[config.mk]
export PLATFORM = sky130hd
export DESIGN_NAME = bw_r_rf_bepar
export DESIGN_NICKNAME = d
export VERILOG_FILES = /design/src/rtl/bw_r_rf_pkg.sv /design/src/rtl/bw_r_rf_lane.sv /design/src/rtl/bw_r_rf_bepar.sv
export SDC_FILE = /design/constraint.sdc
export NUM_CORES = 2
export LEC_CHECK = 0
export CAP_MARGIN = 20
export CORE_UTILIZATION = 35
export DETAILED_ROUTE_END_ITERATION = 6
export DONT_BUFFER_PORTS = 1
export PLACE_DENSITY_LB_ADDON = 0.08
export SETUP_SLACK_MARGIN = 0.1
export SLEW_MARGIN = 20
export SYNTH_ARGS = -nofsm -noshare
export SYNTH_HDL_FRONTEND = slang
export SYNTH_HIERARCHICAL = 1
export SYNTH_SLANG_ARGS = --single-unit
[constraint.sdc]
create_clock -name clk_i -period 6.3 [get_ports clk_i]
set_input_delay 0.945 -clock clk_i [delete_from_list [all_inputs] [get_ports clk_i]]
set_output_delay 0.945 -clock clk_i [all_outputs]
set_load 0.02 [all_outputs]
[src/rtl/bw_r_rf_pkg.sv]
// Shared constants and helpers for the byte-enabled register file family.
package bw_r_rf_pkg;
  localparam int RDW_ZERO   = 0;
  localparam int RDW_BYPASS = 1;
  localparam int RDW_OLD    = 2;

  function automatic int nb(input int width);
    return width / 8;
  endfunction
endpackage

[src/rtl/bw_r_rf_lane.sv]
// One byte lane of the register file: DEPTH x 8 storage, write port, read port
// and the read-during-write mux. Storage is deliberately not reset.
module bw_r_rf_lane
  import bw_r_rf_pkg::*;
#(
  parameter int ADDR_W   = 4,
  parameter int RDW_MODE = RDW_ZERO
) (
  input  logic              clk_i,
  input  logic              we_i,
  input  logic [ADDR_W-1:0] wadr_i,
  input  logic [7:0]        wdata_i,
  input  logic [ADDR_W-1:0] radr_i,
  input  logic              collide_i,
  output logic [7:0]        rdata_o
);
  localparam int DEPTH = 2 ** ADDR_W;

  logic [7:0] mem_q [DEPTH];

  always_ff @(posedge clk_i) begin
    if (we_i) mem_q[wadr_i] <= wdata_i;
  end

  // collide_i is only asserted for lanes being written to the read address
  always_comb begin
    rdata_o = mem_q[radr_i];
    if (collide_i) begin
      if (RDW_MODE == RDW_ZERO)        rdata_o = '0;
      else if (RDW_MODE == RDW_BYPASS) rdata_o = wdata_i;
    end
  end
endmodule

[src/rtl/bw_r_rf_bepar.sv]
// 1R1W byte-enabled register file: S1 input staging, per-entry valid bits with
// flash clear, NB byte lanes and an optional registered output stage.
module bw_r_rf_bepar
  import bw_r_rf_pkg::*;
#(
  parameter int ADDR_W   = 4,
  parameter int WIDTH    = 160,
  parameter int RDW_MODE = RDW_ZERO,
  parameter int OUT_REG  = 0
) (
  input  logic                    clk_i,
  input  logic                    reset_l_i,
  input  logic                    sehold_i,
  input  logic                    wr_en_i,
  input  logic [ADDR_W-1:0]       wr_adr_i,
  input  logic [WIDTH-1:0]        din_i,
  input  logic [nb(WIDTH)-1:0]    byte_wen_i,
  input  logic                    rd_en_i,
  input  logic [ADDR_W-1:0]       rd_adr_i,
  input  logic                    flash_clr_i,
  output logic [WIDTH-1:0]        dout_o,
  output logic                    dout_vld_o,
  output logic                    rd_ack_o
);
  localparam int NB    = nb(WIDTH);
  localparam int DEPTH = 2 ** ADDR_W;

  logic              wr_en_q, rd_en_q, fclr_q;
  logic [ADDR_W-1:0] wr_adr_q, rd_adr_q;
  logic [WIDTH-1:0]  din_q;
  logic [NB-1:0]     be_q;
  logic [DEPTH-1:0]  vld_q, vld_d;

  always_ff @(posedge clk_i or negedge reset_l_i) begin
    if (!reset_l_i) begin
      wr_en_q  <= 1'b0;
      rd_en_q  <= 1'b0;
      fclr_q   <= 1'b0;
      wr_adr_q <= '0;
      rd_adr_q <= '0;
      din_q    <= '0;
      be_q     <= '0;
    end else if (!sehold_i) begin
      wr_en_q  <= wr_en_i;
      rd_en_q  <= rd_en_i;
      fclr_q   <= flash_clr_i;
      wr_adr_q <= wr_adr_i;
      rd_adr_q <= rd_adr_i;
      din_q    <= din_i;
      be_q     <= byte_wen_i;
    end
  end

  // Write wins over a flash clear in the same cycle
  always_comb begin
    vld_d = vld_q;
    if (fclr_q) vld_d = '0;
    if (wr_en_q && |be_q) vld_d[wr_adr_q] = 1'b1;
  end

  always_ff @(posedge clk_i or negedge reset_l_i) begin
    if (!reset_l_i)     vld_q <= '0;
    else if (!sehold_i) vld_q <= vld_d;
  end

  logic              collide, rd_vld;
  logic [NB-1:0][7:0] lane_rdata;
  logic [WIDTH-1:0]  rd_data;

  assign collide = rd_en_q & wr_en_q & (rd_adr_q == wr_adr_q);

  for (genvar k = 0; k < NB; k++) begin : g_lane
    bw_r_rf_lane #(.ADDR_W(ADDR_W), .RDW_MODE(RDW_MODE)) u_lane (
      .clk_i    (clk_i),
      .we_i     (wr_en_q & be_q[k] & ~sehold_i),
      .wadr_i   (wr_adr_q),
      .wdata_i  (din_q[8*k +: 8]),
      .radr_i   (rd_adr_q),
      .collide_i(collide & be_q[k]),
      .rdata_o  (lane_rdata[k])
    );
  end

  assign rd_vld  = rd_en_q & ~fclr_q & (vld_q[rd_adr_q] | (collide & (|be_q)));
  assign rd_data = rd_vld ? lane_rdata : '0;

  if (OUT_REG != 0) begin : g_oreg
    logic [WIDTH-1:0] dout_q;
    logic             dvld_q, ack_q;

    always_ff @(posedge clk_i or negedge reset_l_i) begin
      if (!reset_l_i) begin
        dout_q <= '0;
        dvld_q <= 1'b0;
        ack_q  <= 1'b0;
      end else if (!sehold_i) begin
        dout_q <= rd_data;
        dvld_q <= rd_vld;
        ack_q  <= rd_en_q;
      end
    end

    assign dout_o     = dout_q;
    assign dout_vld_o = dvld_q;
    assign rd_ack_o   = ack_q;
  end else begin : g_comb
    assign dout_o     = rd_data;
    assign dout_vld_o = rd_vld;
    assign rd_ack_o   = rd_en_q;
  end
endmodule

==> results.yml <==
worst_setup_path:
  required_ps: 5350
  cp-start-kind: "register"
  cpLargestDelayFamily: "simple AND/OR/NAND/NOR gates"
  path_max_fanout: 27
  critPathKind: "reg -> out"
  slowest_stage: "dfrtp_4"
  cp-end-kind: "primary output"
  crit_chain: "xor2_1 -> nor3_1 -> and4_2 -> buf_4 -> and2_1 -> nor2_1 -> a22o_1 -> a221o_1 -> a21boi_1"
  critPathMaxStageDelay_ps: 680
  cp.buffers_inverters: 1
  critPathArrivalTime_ps: 4690
routing:
  post_drt_wl_per_cell_um: 28.8
  vias: 53400
  drcViolationCount: 0
  final_antenna_net_count: 0
  vias_per_cell: 5.32
  routed_wl_um: 289000
  drt-initial-drc-count: 4102
  first_pass_iters: 7
logic_synthesis:
  syn_area_um2: 110000
  avgSynthCellArea_um2: 20.5
  yosysWarnings: 6
  ys_ff_latch: 2767
  synth_nets: 5588
  synth_ff_type: "edfxtp_1"
  synth-edff-count: 2560
  yosysUniqueCellTypes: 44
  ys_async_sr_fraction_pct: 7.48
  ys_seq_area_share_pct: 74.3
  synthCells: 5394
grt:
  grt_pass1_wl_um: 413000
  track_usage_pct: 18.0
  antenna_found_initial: 90
  grt_max_degree: 208
  grt_pass1_vias: 54600
  grt-ovfl-total: 0
cts:
  cts_hold_buf: 1
  clock_sinks: 2767
  clkTransAtPathRegs_ps: 60
  cts-root-buf: "clkbuf_16"
  cts_buffers: 314
  cts_buffer_depth: 4
  h-tree-depth: 5
  post_cts_buffers: 0
  cts_tree: "yes"
  cts_resized: 0
  clock_latency_ps: 900
die:
  core_region_area_um2: 313000
  io-pin-count: 356
  die_h_um: 564
  dieArea_um2: 318000
  start_util_pct: 35.3
  fp.dieW_um: 564
  rows: 205
timing:
  period_share_pct: 89.5
  rsz0062_at_grt: "false"
  period_needed_ps: 5640
  maxSlewHeadroom_pct: 22.6
  fmax_ghz: 0.177
  worst_slew_pin_slew_ps: 1160
  finalSetupViolCount: 0
  hold_viol_final: 0
  clock_skew_ps: 45.0
  maxSlewViolCount: 0
  tns_ps: 0
pwr:
  leakage_nw: 40.9
  total_power_mw: 42.9
  power.density_nw_per_um2: 341
  ir_drop_v: 0.000220
place:
  hpwl_um: 182000
  port_buffers: 0
  gp_congestion: 0.771
  placed_area_um2: 115000
hold_path:
  hp-class: "in -> reg"
flow_run:
  maxCapViolCount: 0
layout:
  drive_gt1_share_pct: 22.6
  final_cell_mix: "edfxtp_1, mux4_2, mux2i_1"
  finalInstanceArea_um2: 126000
  utilization_pct: 40.2
  layout_commonest_cell: "edfxtp_1"
  nNetsFinal: 5788
  areaGrowthSynthToFinish_pct: 14.0
run_status:
  run_status: "completed"
-- logic make-up (layout without fill, tap and decap cells) --
family | after synthesis | after routing | share of synthesized area (%)
and+or+nand+nor | 785 | 785 | 3.69
other | 0 | 41 | 0
buffers and inverters | 248 | 704 | 1.65
xor gates and xnor gates | 4 | 4 | 0.0317
muxes | 1058 | 1058 | 16.3
DFF | 2767 | 2767 | 74.3
AOI/OAI and AO/OA | 532 | 532 | 3.93
-- sequential cells by signal, summed over array words and instances, names as in the netlist --
register	flops
rd_adr_q	4
fclr_q	1
wr_en_q	1
vld_q	16
be_q	20
wr_adr_q	4
g_lane.u_lane/mem_q	2560
rd_ack_o	1
din_q	160
-- Yosys cell counts (19+ instances only) --
library cell / count / area (µm²)
nand2b_1: 61 / 382
buf_6: 52 / 586
nand3b_1: 41 / 308
a221o_1: 95 / 951
and2_1: 60 / 375
a22oi_1: 97 / 728
a21boi_0: 70 / 526
mux2_2: 191 / 2150
or2_2: 21 / 131
buf_2: 86 / 430
buf_12: 19 / 380
o22ai_1: 63 / 394
buf_4: 22 / 165
dfrtp_1: 207 / 5180
nand3_1: 25 / 125
edfxtp_1: 2560 / 76900
mux2i_1: 320 / 3200
nor3_1: 82 / 410
nand2_1: 25 / 93.8
nor2b_1: 43 / 269
clkbuf_1: 64 / 240
or3b_2: 20 / 175
nor2_1: 300 / 1130
a22o_1: 95 / 832
a21boi_1: 90 / 676
and3_1: 96 / 601
mux4_2: 450 / 10100
mux4_1: 97 / 2550
-- stage by stage --
step / cells / hold WS, ps / setup slack, ps
final: 10000 / 187 / 662
after global routing: 10000 / 121 / 376
after CTS: 9985 / 86.2 / 436
after detailed placement: 9412 / 481 / 1470
after global placement: 9409 / 470 / 1510
after floorplan: 5394 / 461 / 1010
-- worst reg2reg max path: stages, from the launching register on --
cell	delay, ps
dfrtp_4	730
buf_4	560
buf_4	760
nand2_1	310
nor2_1	910
-- area by class of cell --
| class | instances | area [µm²] |
|---|---|---|
| clock inverters | 139 | 1640 |
| clock buffers | 433 | 8760 |
| flip-flops and latches | 2767 | 82100 |
| well taps | 4140 | 5180 |
| multi-input cells | 2379 | 26700 |
| diodes | 41 | 103 |
| fillers | 27800 | 187000 |
| inverters | 2 | 7.51 |
| repair buffers | 130 | 1310 |
-- final timing paths --
| check | startpoint | to | slack, ps | depth (start not counted) |
|---|---|---|---|---|
| max in group asynchronous | reset_l_i | rd_adr_q[3]$_DFFE_PN0N_ | 4130 | 4 |
| hold / removal | din_i[136] | din_q[136]$_DFFE_PN0N_ | 190 | 1 |
| setup reg to reg | wr_adr_q[1]$_DFFE_PN0N_ | g_lane[4].u_lane/mem_q[11][7]$_DFFE_PP_ | 2630 | 4 |
| hold reg to reg | vld_q[2]$_DFFE_PN0N_ | vld_q[2]$_DFFE_PN0N_ | 490 | 1 |
| setup / recovery | rd_adr_q[2]$_DFFE_PN0N_ | dout_o[128] | 660 | 9 |
| min in group asynchronous | reset_l_i | din_q[140]$_DFFE_PN0N_ | 630 | 2 |
-- report_power, final --
part | internal [mW] | leakage, nW | total [mW] | switching [mW]
clock network | 10.8 | 5.07 | 18.3 | 7.47
logic | 1.40 | 10.3 | 3.35 | 1.95
registers | 20.6 | 25.5 | 21.3 | 0.650
-- per-layer routing --
layer	wire (µm)	GRT usage, %
met5	303	0
met4	7040	4.71
met3	14600	3.31
met2	138000	29.1
met1	129000	25.1
No activity file was read; power rests on OpenSTA's default activity.
